==> config.mk <==
export PLATFORM = sky130hd
export DESIGN_NAME = regfile_access_ctrl
export DESIGN_NICKNAME = d
export VERILOG_FILES = /design/src/rtl/regfile_access_ctrl.sv
export SDC_FILE = /design/constraint.sdc
export NUM_CORES = 1
export LEC_CHECK = 0
export ABC_AREA = 1
export ABC_CLOCK_PERIOD_IN_PS = 1600
export BUFFER_PORTS_ARGS = -buffer_cell sky130_fd_sc_hd__buf_2
export CAP_MARGIN = 20
export CORE_MARGIN = 1
export CORE_UTILIZATION = 28
export DETAILED_ROUTE_END_ITERATION = 6
export GPL_TIMING_DRIVEN = 1
export PLACE_DENSITY_LB_ADDON = 0.08
export SKIP_LAST_GASP = 1
export SYNTH_ARGS = -nofsm -noshare
export SYNTH_HDL_FRONTEND = slang
export SYNTH_SLANG_ARGS = --single-unit
==> constraint.sdc <==
create_clock -name clk -period 1.6 [get_ports clk]
set_input_delay 0.32 -clock clk [delete_from_list [all_inputs] [get_ports clk]]
set_output_delay 0.32 -clock clk [all_outputs]
set_load 0.01 [all_outputs]
==> src/rtl/regfile_access_ctrl.sv <==
// ----------------------------------------------------------------------------
// regfile_access_ctrl
//
// Purpose:
//   Serialises single-command accesses to an external register file that has
//   one write port (address/data/strobe) and one combinational read port.
//   A write is expanded into a setup / strobe / hold sequence so the register
//   file sees stable address and data around its one-cycle write strobe.
//   A write-verify performs the same write and then reads the register back,
//   flagging an error if the read-back differs from the written value.
//   Exactly one command is in flight at a time. Its response is held until
//   the consumer accepts it.
//
// Ports:
//   clk        - single clock, all state changes on the rising edge
//   reset      - synchronous, active-high reset
//   cmd_valid  - command offered
//   cmd_ready  - controller can accept a command (IDLE only)
//   cmd_op     - 00 read, 01 write, 10 write-verify, 11 reserved
//   cmd_addr   - target register address
//   cmd_wdata  - write value
//   rsp_valid  - response available (RESP state)
//   rsp_ready  - response consumed
//   rsp_rdata  - read data (0 for a plain write or reserved op)
//   rsp_err    - verify mismatch or reserved op
//   rf_mode    - register-file strobe: 1 = write, 0 = read
//   rf_waddr   - register-file write address
//   rf_wdata   - register-file write value
//   rf_raddr   - register-file read address
//   rf_rdata   - register-file combinational read value
// ----------------------------------------------------------------------------
module regfile_access_ctrl #(
    parameter int ADDR_W = 5,
    parameter int DATA_W = 32
) (
    input  logic              clk,
    input  logic              reset,
    input  logic              cmd_valid,
    output logic              cmd_ready,
    input  logic [1:0]        cmd_op,
    input  logic [ADDR_W-1:0] cmd_addr,
    input  logic [DATA_W-1:0] cmd_wdata,
    output logic              rsp_valid,
    input  logic              rsp_ready,
    output logic [DATA_W-1:0] rsp_rdata,
    output logic              rsp_err,
    output logic              rf_mode,
    output logic [ADDR_W-1:0] rf_waddr,
    output logic [DATA_W-1:0] rf_wdata,
    output logic [ADDR_W-1:0] rf_raddr,
    input  logic [DATA_W-1:0] rf_rdata
);

    typedef enum logic [2:0] {
        IDLE,
        WSETUP,
        WPULSE,
        WHOLD,
        RADDR,
        RSAMPLE,
        RESP
    } state_t;

    localparam logic [1:0] OP_READ    = 2'b00;
    localparam logic [1:0] OP_WRITE   = 2'b01;
    localparam logic [1:0] OP_WVERIFY = 2'b10;
    localparam logic [1:0] OP_RSVD    = 2'b11;

    state_t state;
    state_t next_state;

    logic [1:0]        lat_op;
    logic [ADDR_W-1:0] lat_addr;
    logic [DATA_W-1:0] lat_wdata;

    logic accept;
    logic is_write_op;

    // cmd_ready is also gated by reset so that no command can appear accepted
    // during the reset edge itself; the state register alone would only drop
    // it one cycle later.
    assign cmd_ready   = (state == IDLE) && !reset;
    assign accept      = cmd_valid && cmd_ready;
    assign is_write_op = (cmd_op == OP_WRITE) || (cmd_op == OP_WVERIFY);

    // rsp_valid and rf_mode come straight from the state. A reset therefore
    // drops the write strobe and any pending response on the very next cycle.
    assign rsp_valid = (state == RESP);
    assign rf_mode   = (state == WPULSE);

    // State register.
    always_ff @(posedge clk) begin
        if (reset) begin
            state <= IDLE;
        end else begin
            state <= next_state;
        end
    end

    // Next-state logic. Each write phase and each read phase lasts a single
    // cycle. Only RESP waits, and it waits for the consumer's rsp_ready.
    always_comb begin
        next_state = state;
        case (state)
            IDLE: begin
                if (accept) begin
                    case (cmd_op)
                        OP_READ:    next_state = RADDR;
                        OP_WRITE:   next_state = WSETUP;
                        OP_WVERIFY: next_state = WSETUP;
                        default:    next_state = RESP;
                    endcase
                end
            end
            WSETUP:  next_state = WPULSE;
            WPULSE:  next_state = WHOLD;
            WHOLD: begin
                if (lat_op == OP_WVERIFY) begin
                    next_state = RADDR;
                end else begin
                    next_state = RESP;
                end
            end
            RADDR:   next_state = RSAMPLE;
            RSAMPLE: next_state = RESP;
            RESP: begin
                if (rsp_ready) begin
                    next_state = IDLE;
                end
            end
            default: next_state = IDLE;
        endcase
    end

    // Command latch and register-file address/data drivers.
    // The write address and data are loaded at acceptance so they are already
    // stable during WSETUP. They stay stable through WPULSE and WHOLD, and
    // afterwards they keep their last value. The read address is loaded either
    // at acceptance of a read or as the write-verify leaves WHOLD. Either way,
    // rf_rdata has settled by the RSAMPLE cycle.
    always_ff @(posedge clk) begin
        if (reset) begin
            lat_op    <= 2'b00;
            lat_addr  <= '0;
            lat_wdata <= '0;
            rf_waddr  <= '0;
            rf_wdata  <= '0;
            rf_raddr  <= '0;
        end else begin
            if (accept) begin
                lat_op    <= cmd_op;
                lat_addr  <= cmd_addr;
                lat_wdata <= cmd_wdata;
                if (is_write_op) begin
                    rf_waddr <= cmd_addr;
                    rf_wdata <= cmd_wdata;
                end
                if (cmd_op == OP_READ) begin
                    rf_raddr <= cmd_addr;
                end
            end
            if ((state == WHOLD) && (lat_op == OP_WVERIFY)) begin
                rf_raddr <= lat_addr;
            end
        end
    end

    // Response payload.
    // The payload is cleared at acceptance, so a plain write returns 0 data.
    // A reserved op gets its error flag at that same point, because it goes
    // straight to RESP.
    // Reads and write-verifies capture the register-file data in RSAMPLE.
    // A write-verify also compares that data against the value it wrote.
    // Nothing changes the payload while in RESP, so it holds steady until it
    // is consumed.
    always_ff @(posedge clk) begin
        if (reset) begin
            rsp_rdata <= '0;
            rsp_err   <= 1'b0;
        end else begin
            if (accept) begin
                rsp_rdata <= '0;
                rsp_err   <= (cmd_op == OP_RSVD);
            end else if (state == RSAMPLE) begin
                rsp_rdata <= rf_rdata;
                rsp_err   <= (lat_op == OP_WVERIFY) && (rf_rdata != lat_wdata);
            end
        end
    end

endmodule

; After elaboration in Yosys (flattened, before gate mapping)
; Cells that the tools add are included.
[totals]
reg_bits = 117
in_bits = 75
output_inout_bits = 78
wordCells = 48
[classes]
eq_ne = 13
n_mux = 10
n_reduce_logical = 16
[op_table]
columns = op, n
row1 = 32-bit != test, 1
row2 = 3-bit case mux with 7 select lines, 1
row3 = 5-bit 2-to-1 mux, 3
row4 = "3-bit equality test, second input constant", 3
row5 = "2-bit equality test, second input constant", 3
row6 = "3-bit by 2-bit equality test with 1-bit output, second input constant", 2
row7 = 3-bit 2-to-1 mux, 2
row8 = 3-bit case mux with 2 select lines, 1
row9 = 2-bit AND reduction, 3
row10 = 2-bit nonzero test, 3
row11 = 1-bit logical AND, 4
row12 = 2-bit OR reduction, 2
row13 = "3-bit by 1-bit equality test with 1-bit output, second input constant", 1
row14 = 3-bit zero test, 1
row15 = "2-bit by 1-bit equality test with 1-bit output, second input constant", 1
row16 = 2-bit zero test, 1
row17 = 1-bit 2-to-1 mux, 2
row18 = 2-bit 2-to-1 mux, 1
row19 = "2-bit by 1-bit != test with 1-bit output, second input constant", 1
row20 = "2-bit != test, second input constant", 1
row21 = 1-bit zero test, 1
row22 = 1-bit logical OR, 1

; Depth between registers and ports, before layout
[logic_depth]
depth_word = 5
depth_mapped = 12
depth_no_buf = 12

; Worst setup path before layout
; Ideal clock, no wire load.
[synth_timing]
path_type = reg2reg
from = reg state[1]
to = reg rf_wdata[5]
setup_ps = 137
arrival_ps = 1326
t_required_ps = 1463
slack_ps = 137
stages_incl_launch_ff = 12
n_path_buf = 1
period_less_slack_ps = 1463
path_cell_list = dfxtp_1 -> inv_2 -> nand2_2 -> nor2_4 -> inv_2 -> nor2_4 -> nand2_4 -> nor2_8 -> inv_2 -> buf_2 -> nand2_1 -> a21oi_1
[synth_via]
elab_chain_len = 4
[synth_lines]
columns = element, line
row1 = "start, declared", 69  ; state_t state;
row2 = "start signal, assigned", 96  ; state <= next_state;
row3 = 3-bit zero test, 82  ; assign cmd_ready = (state == IDLE) && !reset;
row4 = 1-bit logical AND, 82
row5 = named net cmd_ready, 39  ; output logic cmd_ready,
row6 = 1-bit logical AND, 83  ; assign accept = cmd_valid && cmd_ready;
row7 = 2-bit AND reduction (no line), n/a
row8 = "end signal, assigned", 156  ; rf_wdata <= cmd_wdata;
row9 = "end, declared", 49  ; output logic [DATA_W-1:0] rf_wdata,
; The timed path passes the listed nets, and every way through them passes these cells.
; A chain may end at the register's enable or synchronous reset.

; Worst setup path in the final report
[layout_timing]
from = reg state[1]
to = out cmd_ready
[layout_via]
elab_chain_len = 2
[layout_lines]
columns = element, line
row1 = 3-bit zero test, 82
row2 = 1-bit logical AND, 82
row3 = "end, declared", 39
; Every way passes these cells.

==> flow_summary.ini <==
[cts]
cts_tree = built
cts_sinks = 117
clkSlewWorstSetupHoldPaths_ps = 50
cts.path.max_buffers = 2
cts_root_buf = clkbuf_16
cts_htree_levels = 4
clock_latency_ps = 410
cts_made_buffers = 17

[cells_and_area]
multi_input_area_sq_um = 2085
fin_nets = 882
ff_latch_area_sq_um = 2345
final_layout_size_suffix_gt1_frac = 0.2901
fin_area_sq_um = 6502
area_delta_synth_final_pct = 38.00
fillers = 1793

[worst_setup_path]
cp_common_cell = nor2_4
worstRegToRegCells = 12
worst-setup-path-type = flop to output pin
path_buf_inv = 3
path_max_fanout = 4
critical_path.cell_chain = inv_4, nand2_4, nor2_4, inv_2, nor2_4, buf_6
critPathLaunchType = flop
cp_data_required_time_ps = 1280
cp.arrival_ps = 1280
path_depth = 6
slowest_stage = dfxtp_2
path_delay_family = flip-flops
worstSetupEndpointType = output pin
max_stage_delay_ps = 330

[timing]
tightest_slew_ps = 267.3
fmax_mhz = 626.7
drv_slew = 0
setup_viol = 0
slew_headroom = 0.8218
fin_crit_ps = 1596
skew_ps = 6.922
hold_violations = 0
period_share = 0.9973
rsz0062_at_grt = yes

[power]
peakVddDrop_mv = 0.7449
p_seq_frac = 0.400
power.switching_w = 0.002358
p_clk_frac = 0.404
internal_power_w = 0.006107
p_comb_frac = 0.197
report.power.total_w = 0.008464
p_leak_nw = 2.971
switching_share = 0.2785
power_density_nw_per_um2 = 1302

[floorplan]
die_w_microns = 131.7
dieArea_sq_um = 17350
initial_core_util = 0.2852
dieHeight_microns = 131.7
core_area_sq_um = 16520
num_rows = 47
boundaryPins = 153

[logic_synthesis]
async_flop_share = 0
syn_area_per_cell_sq_um = 7.432
synthCells = 634
synth.cell_area_sq_um = 4712
synth_edf_count = 0
synthFlopType = dfxtp_1
synthTopCellsByCount = nand2_1, dfxtp_1, a21oi_1, inv_1, nor2_1
synth_top_cell_by_area = dfxtp_1
yosysUniqueCellTypes = 27
synth_area_leaders = dfxtp_1, nand2_1, a21oi_1
seq_area_frac_synth = 0.4971
synth-seq-cells = 117
yosys.area.top_type_share = 0.4971
synth.most_common_cell = nand2_1
syn_nets = 711
yosysWarnings = 0

[route]
final_antenna_net_count = 0
initialDrtViolationCount = 156
vias_per_cell = 4.307
first_pass_iters = 6
vias = 4471
drc = 0
routed_wl_microns = 13860
wl_per_cell_microns = 13.35

[hold_path]
hold_path_class = input pin to flop
holdPathStages = 3

[global_routing]
antenna_found_initial = 0
track_usage = 0.1674
grt-busiest-layer = met2
grtUsageMet1 = 0.2102
grt_max_degree = 32
grt-ovfl-total = 0
grt_pass1_vias = 4342
met3_usage = 0.04244
grtUsageMet2 = 0.2728
grt_pass1_wl_microns = 22380

[place]
dpl_cell_area_sq_um = 5831
io_buffers = 152
gp_congestion = 0.7648
dp_hpwl_microns = 10060

[outcome]
status = completed

[job]
cap_viol_max_count = 0
## cell families (layout without fill, tap and decap cells)
logic type      after synthesis  count (layout)  synth area share
compound gates              105             105            0.1198
buf+inv                      77             260           0.07063
xor+xnor                     23              23           0.04275
fa+ha+maj                     2               2          0.005310
simple gates                310             310            0.2645
flops                       117             117            0.4971
other cells                   0               1                 0
## worst register-to-register path, cell delays in order, from the launching register on
cell and delay (ps):
dfxtp_2 330, inv_4 70, nand2_4 60, nor2_4 120, inv_2 50, nor2_4 120
buf_6 120, nand2_8 80, nor2_8 160, inv_2 80, buf_12 160, nand2_1 60
a21oi_1 50
## final timing paths
kind                                  from                    endpoint  slack [ps]
setup / recovery     state[1]$_SDFFE_PP0P_                   cmd_ready           4
hold / removal               cmd_wdata[10]  lat_wdata[10]$_SDFFE_PP0P_         130
setup reg to reg     state[1]$_SDFFE_PP0P_   rf_wdata[18]$_SDFFE_PP0P_          20
hold reg to reg   rf_wdata[3]$_SDFFE_PP0P_    rf_wdata[3]$_SDFFE_PP0P_         460
## registers in the layout, summed over array words and instances, names as in the netlist
| register | count |
|---|---|
| rf_raddr | 5 |
| lat_op | 2 |
| rsp_rdata | 32 |
| rf_waddr | 5 |
| rf_wdata | 32 |
| state | 3 |
| rsp_err | 1 |
| lat_addr | 5 |
| lat_wdata | 32 |
## layer usage
layer  part of all wire  wire length, microns  vias up
met2               0.48                  6611      116
li1                   -                     -     2350
met4              0.013                   178        0
met5                  0                     0        -
met3              0.045                   625       17
met1               0.46                  6443     1988
## power by group through the flow
stage | Clock, W | Sequential, W | Combinational (W)
after floorplan | 0 | 0.00346 | 0.000891
after global placement | 0 | 0.00343 | 0.00149
after detailed placement | 0 | 0.00344 | 0.00151
after CTS | 0.00353 | 0.00338 | 0.00162
after global routing | 0.00366 | 0.00341 | 0.00186
final | 0.00342 | 0.00338 | 0.00167
## stage by stage
step | std cells | hold WS, ps | TNS, ps | util | worst slack, ps
4_1_cts | 1034 | 110.7 | -7.516 | 0.3893 | -7.516
3_5_place_dp | 997 | 450.3 | 0 | 0.3528 | 87.30
6_report | 1038 | 128.1 | 0 | 0.3935 | 4.375
5_1_grt | 1037 | 113.7 | -2428 | 0.3934 | -89.71
2_1_floorplan | 634 | 430.5 | 0 | - | 137.1
3_3_place_gp | 997 | 445.0 | 0 | 0.3528 | 105.3
## timing repair
item	CTS	global route
setup buffers	6	3
hold buffers	0	0
cloned	0	0
pin swaps	4	2
setup endpoints to repair	3	73
gates resized for setup	8	15
## cells in the final DEF, fill, tap and decap left out
cell,count
inv_4,2
clkbuf_8,5
a211oi_2,3
a211oi_1,2
a21oi_1,67
buf_4,24
buf_2,151
nand3_1,27
ha_1,2
clkbuf_1,5
clkinv_2,4
buf_12,5
nand2_2,4
o221ai_1,1
inv_1,36
dfxtp_2,2
diode_2,1
dfxtp_1,115
nand2_8,1
nor2_4,3
clkinv_1,1
nor2_1,26
buf_6,5
o21ai_1,1
inv_2,5
nor3_4,1
clkbuf_16,17
o21ai_0,27
nor2_8,1
nand2_4,1
o22ai_1,3
nand4_1,1
nor2_2,3
nand2_1,241
xnor2_1,23
o2111ai_1,1
nor3_1,1
## area by class of cell
cell class	count	share of cell area
well taps	220	0.04233
inverters	44	0.02617
repair buffers	185	0.1680
clock buffers	27	0.07889
flip-flops and latches	117	0.3606
diodes	1	0.0003848
clock inverters	4	0.003079
multi-input cells	440	0.3206
(Power assumes the default switching activity.)
